`config.mk`:
```
export PLATFORM = sky130hd
export DESIGN_NAME = stopwatch_control
export DESIGN_NICKNAME = d
export VERILOG_FILES = /design/src/rtl/stopwatch_control.sv
export SDC_FILE = /design/constraint.sdc
export NUM_CORES = 1
export LEC_CHECK = 0
export CAP_MARGIN = 30
export CORE_ASPECT_RATIO = 0.5
export CORE_MARGIN = 5
export CORE_UTILIZATION = 55
export CTS_CLUSTER_DIAMETER = 80
export DETAILED_ROUTE_END_ITERATION = 8
export PLACE_DENSITY = 0.74
export SETUP_SLACK_MARGIN = 0.5
export SYNTH_ARGS = -nofsm -noshare
export SYNTH_HDL_FRONTEND = slang
export SYNTH_SLANG_ARGS = --single-unit
```
`constraint.sdc`:
```
create_clock -name clk -period 4.6 [get_ports clk]
set_input_delay 0.92 -clock clk [delete_from_list [all_inputs] [get_ports clk]]
set_output_delay 0.92 -clock clk [all_outputs]
set_load 0.02 [all_outputs]
```
`src/rtl/stopwatch_control.sv`:
```
// stopwatch_control: push-button conditioning and mode FSM in front of the stopwatch counter chain.
// Define STOPWATCH_LAP_EN to build the lap button path and the LAP state.

module stopwatch_debounce #(
    parameter int unsigned DEBOUNCE_CYCLES = 1_000_000
) (
    input  logic clk,
    input  logic rst,
    input  logic raw,
    output logic press
);

    localparam int unsigned CW = $clog2(DEBOUNCE_CYCLES + 1);
    localparam logic [CW-1:0] CNT_MAX = CW'(DEBOUNCE_CYCLES);

    logic          sync1;
    logic          sync2;
    logic          level;
    logic          level_d;
    logic [CW-1:0] cnt;

    always_ff @(posedge clk) begin
        if (rst) begin
            sync1   <= 1'b0;
            sync2   <= 1'b0;
            level   <= 1'b0;
            level_d <= 1'b0;
            cnt     <= '0;
            press   <= 1'b0;
        end else begin
            sync1 <= raw;
            sync2 <= sync1;
            // Count only while the synchronised input disagrees with the accepted level;
            // acceptance happens on the edge after the count reaches its limit.
            if (sync2 == level) begin
                cnt <= '0;
            end else if (cnt == CNT_MAX) begin
                level <= sync2;
                cnt   <= '0;
            end else begin
                cnt <= cnt + CW'(1);
            end
            level_d <= level;
            press   <= level & ~level_d;
        end
    end

endmodule

module stopwatch_control #(
    parameter int unsigned DEBOUNCE_CYCLES = 1_000_000
) (
    input  logic       clk,
    input  logic       rst,
    input  logic       tick_in,
    input  logic       btn_start_stop,
    input  logic       btn_clear,
    input  logic       btn_lap,
    output logic       tick_out,
    output logic       clear_out,
    output logic       freeze,
    output logic       running,
    output logic [1:0] state
);

    typedef enum logic [1:0] {
        IDLE  = 2'b00,
        RUN   = 2'b01,
        PAUSE = 2'b10,
        LAP   = 2'b11
    } state_t;

    state_t st;
    logic   ss_press;
    logic   clr_press;
    logic   lap_press;

    stopwatch_debounce #(.DEBOUNCE_CYCLES(DEBOUNCE_CYCLES)) u_db_start_stop (
        .clk   (clk),
        .rst   (rst),
        .raw   (btn_start_stop),
        .press (ss_press)
    );

    stopwatch_debounce #(.DEBOUNCE_CYCLES(DEBOUNCE_CYCLES)) u_db_clear (
        .clk   (clk),
        .rst   (rst),
        .raw   (btn_clear),
        .press (clr_press)
    );

`ifdef STOPWATCH_LAP_EN
    stopwatch_debounce #(.DEBOUNCE_CYCLES(DEBOUNCE_CYCLES)) u_db_lap (
        .clk   (clk),
        .rst   (rst),
        .raw   (btn_lap),
        .press (lap_press)
    );
`else
    logic unused_lap;
    assign unused_lap = btn_lap;
    assign lap_press  = 1'b0;
`endif

    // running/freeze are written alongside every state change so they track the state register.
    always_ff @(posedge clk) begin
        if (rst) begin
            st        <= IDLE;
            tick_out  <= 1'b0;
            clear_out <= 1'b0;
            freeze    <= 1'b0;
            running   <= 1'b0;
        end else begin
            tick_out  <= tick_in & ((st == RUN) || (st == LAP));
            clear_out <= 1'b0;
            case (st)
                IDLE: begin
                    if (ss_press) begin
                        st      <= RUN;
                        running <= 1'b1;
                        freeze  <= 1'b0;
                    end else if (clr_press) begin
                        clear_out <= 1'b1;
                    end
                end
                RUN: begin
                    if (ss_press) begin
                        st      <= PAUSE;
                        running <= 1'b0;
                        freeze  <= 1'b0;
                    end else if (lap_press) begin
                        st      <= LAP;
                        running <= 1'b1;
                        freeze  <= 1'b1;
                    end
                end
                PAUSE: begin
                    if (ss_press) begin
                        st      <= RUN;
                        running <= 1'b1;
                        freeze  <= 1'b0;
                    end else if (clr_press) begin
                        st        <= IDLE;
                        running   <= 1'b0;
                        freeze    <= 1'b0;
                        clear_out <= 1'b1;
                    end
                end
                LAP: begin
                    if (ss_press) begin
                        st      <= PAUSE;
                        running <= 1'b0;
                        freeze  <= 1'b0;
                    end else if (lap_press) begin
                        st      <= RUN;
                        running <= 1'b1;
                        freeze  <= 1'b0;
                    end
                end
                default: begin
                    st      <= IDLE;
                    running <= 1'b0;
                    freeze  <= 1'b0;
                end
            endcase
        end
    end

    assign state = st;

endmodule
```
Word-level counts from Yosys, hierarchy flattened. Index checks and enable logic that the tools add are counted.

Equal/unequal tests: 11. Reductions and logical operators: 12. Bitwise operators: 8. Mux-type cells: 13. Add/subtract/negate cells: 2.

Operator list (count): 20-bit by 1-bit adder with 20-bit output, second input constant (2); 20-bit == test, second input constant (2); 3-bit OR reduction (4); 2-bit 2-to-1 mux (4); 1-bit 2-to-1 mux (6); 2-bit by 1-bit != test with 1-bit output, second input constant (3); 2-bit case mux with 3 select lines (1); 2-bit AND reduction (3); 1-bit NOT (5); 2-bit == test, second input constant (2); 2-bit OR reduction (2); 1-bit bitwise AND (3); 3-bit by 1-bit != test with 1-bit output, second input constant (1); 1-bit case mux with 3 select lines (1); 3-bit AND reduction (1); 1-bit == test (2); 2-bit by 1-bit == test with 1-bit output, second input constant (1); 2-bit zero test (1); 1-bit case mux with 2 select lines (1); 1-bit logical OR (1).

Input bits: 6. Logic and storage cells: 63. Bits in registers: 56.

Longest topological paths before layout. Gate-level depths: netlist (run 1).

Depth after elaboration: 4. Gate-level depth with buffers: 7. Depth with buffers taken out: 6.

By module. A second synthesis (run 1) with hierarchy kept.

Cells, all modules: 264. Area total of the unflattened synthesis: 2354.8 um2.

By module, submodules not included: stopwatch_debounce (u_db_clear) (seq. area each 500.5 um2, cells an instance 122, area each 1103.6 um2, instances 1); stopwatch_debounce (u_db_start_stop) (seq. area each 500.5 um2, cells an instance 128, area each 1092.3 um2, instances 1); stopwatch_control (seq. area each 80.1 um2, cells an instance 14, area each 158.9 um2, instances 1).

Worst setup path before layout (run 1). Ideal clock, no wire load.

Path type: reg2reg. Start: register u_db_start_stop.cnt[10]. End: register u_db_start_stop.cnt[18]. Data required time: 4.475 ns. Stages on the path, launching flop included: 6. Slack: 2.815 ns. Data arrival time: 1.659 ns. Library setup time: 0.125 ns. Cells stage by stage: dfxtp_1 or4_1 or4_4 o21ai_2 buf_6 a21oi_1.

Word-level cells in the longest chain between the ends: 2. Elaborated cells between the ends (all ways): 3.

Ends and longest elaborated chain: start: declaration (line 20) `logic [CW-1:0] cnt;`; start signal: assignment (line 41) `cnt <= cnt + CW'(1);`; parallel branches: the longest is 2 deep, another holds 20-bit by 1-bit adder with 20-bit output.

Parallel ways; which one is timed is not known. A chain may end at the register's enable or synchronous reset.

==> run summary, run 1 <==
level count of the clock H-tree: 2
cells after synthesis: 256
Post-CTS Hold Buffers: 0
worst path cell trace: clkdlybuf4s50_1
multi-input logic area: 1140 µm²
DIE HEIGHT: 56.0 µm
count of final hold-check violations: 0
data required time at the worst endpoint: 3.68 ns
pwr dens: 300 nW/µm²
Final Power: 755 µW
vias per cell: 5.51
nets: 272
clock buffer count from CTS: 5
gr ovfl total: 0
via count: 1748
ANT nets after route: 0
clock-pin slew on the worst setup and hold paths: 0.10 ns
wire length per cell: 12.8 µm
initial drt markers: 28
max cap viols: 0
antenna violations before repair: 0
element type at the critical path end: output port
synthesized cell area: 2320 µm²
worst skew pair latency: 0.30 ns
Rows: 16
crit path buf inv count: 1
Synth area leaders: dfxtp_1, xor2_1, nor2_1
Main synth FF type: dfxtp_1
clk root buf: clkbuf_8
Residual DRC: 0
core area: 3980 µm²
hold slack: 0.391 ns
starting density of the core: 58.3%
Post-synth EDFFs: 0
max-slew violations: 0
register area share after synthesis: 46.5%
Crit Path Class: flop to output port
largest stage delay on the critical path: 0.67 ns
Area Growth Syn to Fin: 8.35%
largest net degree at the start of global routing: 21
status: complete, no violations
Synth top area share: 46.5%
register area: 1080 µm²
Worst Skew: 0.00410 ns
PostCTS Resize Cnt: 0
routability cong.: 0.806
# setup viols final: 0
final worst-path cycle share: 50.9%
slowest stage cell, crit path: clkdlybuf4s50_1
syn_nets: 266
Top delay family on crit path: buffers and inverters
critical-path maximum fanout: 6
Hold/Removal Path Class: flop to flop
Yosys top cell by area: dfxtp_1
Worst Tran Pin Value: 0.777 ns
setup total negative slack: 0 ns
Inserted Diodes: 0
peak supply drop: 0.172 mV
first-pass GRT wire length: 7.41 mm
Die Width: 102 µm
CTS Buffer Depth: 2
RSZ-0062 raised after global routing: no
fill cell count: 352
Placement Cell Area: 2420 µm²
#FFs+latches synth: 54
detailed placer's ending HPWL: 2.87 mm
Post-Layout Inst Area: 2520 µm²
die area: 5700 µm²
YS warnings: 0
Tmin final: 2.34 ns
WP data arrival: 1.42 ns
Commonest cells post-synth: dfxtp_1, nor2_1, xor2_1
I/O pin count: 12
fraction of registers with async set/reset: 0%
clk sinks: 54
Post-Syn Area per Cell: 9.08 µm²
routed wire length: 4.05 mm
fmax: 427 MHz
Distinct cells, synth: 38
CTS tree: built
vias in the first global route: 1610
Tot GR Track Use: 15.9%
most numerous cell in the Yosys netlist: dfxtp_1
Leak Pwr: 0.000815 µW
setup bufs post-CTS: 0
share of layout cells above drive strength 1: 6.08%
TritonRoute pass-1 iters: 4
startpoint types: flop
Slew headroom: 48.2%
IO Port Bufs: 9
## worst register-to-register path: cells and delay by family, from the launching register on
kind             cells  cell delay, ns
flip-flops           1            0.35
AO/OA/AOI/OAI        1            0.63
AND/OR/NAND/NOR      3            1.15
## flip-flops by register name, indices dropped and copies added, names as in the netlist
name and cells:
u_db_clear.cnt 20, u_db_start_stop.cnt 20, state 2, clear_out 1, tick_out 1, u_db_clear.level 1
u_db_clear.level_d 1, u_db_clear.press 1, u_db_clear.sync1 1, u_db_clear.sync2 1, u_db_start_stop.level 1, u_db_start_stop.level_d 1
u_db_start_stop.press 1, u_db_start_stop.sync1 1, u_db_start_stop.sync2 1
## cell type report
type | instances | share of cell area, %
clock buffer | 5 | 2.73
sequential | 54 | 42.9
clock inverter | 3 | 0.994
inverter | 11 | 1.64
timing repair buffer | 10 | 3.88
tap | 54 | 2.68
multi-input combinational | 180 | 45.1
## stage by stage
stage	instances	utilization, %	setup slack (ns)
after floorplan	256	-	2.82
after global placement	309	60.8	2.16
after detailed placement	309	60.8	2.12
after CTS	317	63.2	2.23
after global routing	317	63.2	2.16
final	317	63.2	2.26
## layout by cell type (no fill, tap or decap), types with 5 or more instances in the layout
master and n:
dfxtp_1 54, nor2_1 35, xor2_1 20, nand4_1 16, inv_1 11, nand3_1 11
a21oi_1 11, nand2_1 10, clkdlybuf4s50_1 9, xnor2_1 8, nor2b_1 8, o21ai_0 7
or3_1 7, or4_1 6, clkbuf_8 5
## cell families (layout without fill, tap and decap cells)
family | after synthesis | in the layout | synth area share, %
AO/OA/AOI/OAI | 28 | 28 | 7.27
XOR/XNOR | 28 | 28 | 10.6
adder cells (fa/ha/maj) | 4 | 4 | 2.15
buffers and inverters | 22 | 29 | 4.58
flip-flops | 54 | 54 | 46.5
other | 1 | 1 | 0.161
AND/OR/NAND/NOR | 119 | 119 | 28.8
## final timing paths
path / startpoint / end / slack (ns) / cells after the start
worst min-delay path: u_db_start_stop.level_d$_SDFF_PP0_ / u_db_start_stop.press$_SDFF_PP0_ / 0.39 / 1
worst min register to register: u_db_start_stop.level_d$_SDFF_PP0_ / u_db_start_stop.press$_SDFF_PP0_ / 0.39 / 1
worst max register to register: u_db_start_stop.cnt[10]$_SDFF_PP0_ / u_db_start_stop.cnt[6]$_SDFF_PP0_ / 2.35 / 4
worst max-delay path: state[0]$_SDFFE_PP0P_ / running / 2.26 / 1
## layer usage
| metal | part of all wire, % | global-route usage, % | vias up |
|---|---|---|---|
| met2 | 49 | 26.0 | 16 |
| met4 | 0.52 | 3.93 | 0 |
| met5 | 0 | 0 | - |
| met1 | 47 | 20.7 | 833 |
| li1 | - | - | 895 |
| met3 | 3.0 | 4.51 | 4 |
## report_power, final
| part | leakage [µW] | switching (µW) | internal (µW) | total, µW |
|---|---|---|---|---|
| clock network | 0.0000447 | 161 | 110 | 272 |
| logic | 0.000334 | 6.57 | 5.77 | 12.3 |
| registers | 0.000436 | 1.21 | 469 | 471 |
Power figures use the tool's default switching activity.
==> run 2, diff against run 1 <==
==> constraint.sdc (replaced) <==
create_clock -name clk -period 2.4 [get_ports clk]
set_input_delay 0.48 -clock clk [delete_from_list [all_inputs] [get_ports clk]]
set_output_delay 0.48 -clock clk [all_outputs]
set_load 0.02 [all_outputs]
==> run 2 against run 1 <==
Clock power up 110%. Routed wire length up 7.3%. Core utilization up 3.9 points. Combinational power rose to 2.6 times the previous value. Clock-buffer cell count up 2. Final area up 6.2%. Sequential power up 92%. Die area unchanged. Clock skew up 0.0044 ns. Via count up 2.7%. Global-route usage down 0.71 points. Critical endpoint is now u_db_start_stop.cnt[18]$_SDFF_PP0_. Largest power group unchanged.
==> run summary, run 2 (synthesis gave the netlist of run 1 again) <==
status: complete, no violations (unchanged)
Switching Share: 21.2% (was 22.4%)
CP Launch Point: u_db_start_stop.cnt[4]$_SDFF_PP0_ (was state[0]$_SDFFE_PP0P_)
vias in the first global route: 1662 (was 1610)
count of final hold-check violations: 0 (unchanged)
endpoint of the worst register-to-register path: u_db_start_stop.cnt[18]$_SDFF_PP0_ (was u_db_start_stop.cnt[6]$_SDFF_PP0_)
max cap viols: 0 (unchanged)
routed wire length: 4.35 mm (was 4.05 mm)
worst skew pair latency: 0.31 ns (was 0.30 ns)
Hold Startpoint: u_db_clear.level_d$_SDFF_PP0_ (was u_db_start_stop.level_d$_SDFF_PP0_)
pwr dens: 560 nW/µm² (was 300 nW/µm²)
core area: 3980 µm² (unchanged)
most frequent cells in the layout: dfxtp_1, nor2_1, xor2_1 (unchanged)
Reg2Reg Launch Point: u_db_start_stop.cnt[4]$_SDFF_PP0_ (was u_db_start_stop.cnt[10]$_SDFF_PP0_)
Hold/Removal Path Class: flop to flop (unchanged)
crit path buf inv count: 1 (unchanged)
wire length per cell: 13.3 µm (was 12.8 µm)
Inserted Diodes: 0 (unchanged)
largest stage delay on the critical path: 0.51 ns (was 0.67 ns)
# setup viols final: 0 (unchanged)
starting density of the core: 58.3% (unchanged)
detailed placer's ending HPWL: 2.83 mm (was 2.87 mm)
gr ovfl total: 0 (unchanged)
antenna violations before repair: 0 (unchanged)
first-pass GRT wire length: 7.06 mm (was 7.41 mm)
Post-CTS Hold Buffers: 0 (unchanged)
Die Width: 102 µm (unchanged)
clk sinks: 54 (unchanged)
Internal: 1180 µW (was 585 µW)
Comb pwr share: 2.1% (was 1.6%)
DIE HEIGHT: 56.0 µm (unchanged)
peak supply drop: 0.333 mV (was 0.172 mV)
element type at the critical path end: flop (was output port)
switching power total: 317 µW (was 169 µW)
CTS tree: built (unchanged)
cells on worst reg2reg path: 5 (was 4)
Tot GR Track Use: 15.2% (was 15.9%)
post-layout util: 67.1% (was 63.2%)
sequential share of power: 60.3% (was 62.4%)
Area Growth Syn to Fin: 15.0% (was 8.35%)
startpoint types: flop (unchanged)
data required time at the worst endpoint: 2.61 ns (was 3.68 ns)
WP data arrival: 2.08 ns (was 1.42 ns)
vias per cell: 5.49 (was 5.51)
level count of the clock H-tree: 2 (unchanged)
max-slew violations: 0 (unchanged)
die area: 5700 µm² (unchanged)
TritonRoute pass-1 iters: 4 (unchanged)
IO Port Bufs: 9 (unchanged)
worst path cell trace: or4_1, or4_4, o21ai_4, buf_6, a21oi_2 (was clkdlybuf4s50_1)
clock-pin slew on the worst setup and hold paths: 0.10 ns (about the same)
I/O pin count: 12 (unchanged)
share of layout cells above drive strength 1: 15.4% (was 6.08%)
setup total negative slack: 0 ns (unchanged)
Crit Path Class: flop to flop (was flop to output port)
Leak Pwr: 0.000912 µW (was 0.000815 µW)
fmax: 532 MHz
CTS Buffer Depth: 2 (unchanged)
ANT nets after route: 0 (unchanged)
most common cell after layout, fill and taps aside: dfxtp_1 (unchanged)
largest net degree at the start of global routing: 21 (unchanged)
WHS Path Cells: 1 (unchanged)
R2R setup slack: 0.52 ns (was 2.35 ns)
initial drt markers: 36 (was 28)
Worst Skew: 0.00851 ns (was 0.00410 ns)
Tmin final: 1.88 ns
Top delay family on crit path: simple AND/OR/NAND/NOR gates (was buffers and inverters)
critical-path maximum fanout: 5 (was 6)
Rows: 16 (unchanged)
slowest stage cell, crit path: or4_1 (was clkdlybuf4s50_1)
Clk pwr share: 37.6% (was 36.0%)
clock buffer count from CTS: 5 (unchanged)
final worst-path cycle share: 78.3%
count of cell instances traversed by the critical path: 5 (was 1)
Residual DRC: 0 (unchanged)
Worst Hold End: u_db_clear.press$_SDFF_PP0_ (was u_db_start_stop.press$_SDFF_PP0_)
nets: 282 (was 272)
via count: 1795 (was 1748)
routability cong.: 0.856 (was 0.806)
RSZ-0062 raised after global routing: yes (was no)
clk root buf: clkbuf_8 (unchanged)
## run 2: through the flow
step / cells / area, µm² / setup WS (ns) / hold WS [ns] / total power [µW]
2_1_floorplan: 256 / 2320 / 0.615 / 0.367 / 939
3_3_place_gp: 311 / 2440 / 0.506 / 0.372 / 948
3_5_place_dp: 311 / 2440 / 0.480 / 0.382 / 949
4_1_cts: 319 / 2550 / 0.508 / 0.396 / 1500
5_1_grt: 327 / 2670 / 0.452 / 0.399 / 1550
6_report: 327 / 2670 / 0.522 / 0.394 / 1500
## run 2: layout make-up
type,instances,area [µm²]
Inverter,11,41.3
Clock inverter,1,8.76
Multi-Input combinational cell,180,1180
Fill cell,337,1310
Sequential cell,54,1080
Clock buffer,7,96.3
Tap cell,54,67.6
Timing Repair Buffer,20,193
## run 2: worst max path at each step
| stage | slack, ns | end |
|---|---|---|
| global route | 0.45 | u_db_start_stop.cnt[19]$_SDFF_PP0_ |
| CTS | 0.51 | u_db_start_stop.cnt[19]$_SDFF_PP0_ |
| floorplan | 0.62 | u_db_start_stop.cnt[18]$_SDFF_PP0_ |
| global placement | 0.51 | u_db_start_stop.cnt[5]$_SDFF_PP0_ |
| finish | 0.52 | u_db_start_stop.cnt[18]$_SDFF_PP0_ |
| detailed placement | 0.48 | u_db_start_stop.cnt[6]$_SDFF_PP0_ |
## run 2: what timing repair did
item,in CTS,in global routing
endpoints found under the setup margin,20,23
gates cloned,0,3
pin swaps,0,11
resized for setup,1,27
setup buffers,0,5
## run 2: metal layers
layer  GRT usage (%)  part of all wire, %  up-vias
li1                -                    -      919
met1            18.7                   47      855
met2            25.2                   49       14
met3            4.13                  2.9        7
met4            5.98                  1.4        0
met5               0                    0        -
## run 2: power by group through the flow
stage,Sequential (µW),Clock (µW),Combinational (µW)
global route,903,612,34.7
finish,902,563,31.9
detailed placement,923,0,26.4
global placement,923,0,25.4
floorplan,922,0,16.9
CTS,902,573,26.8
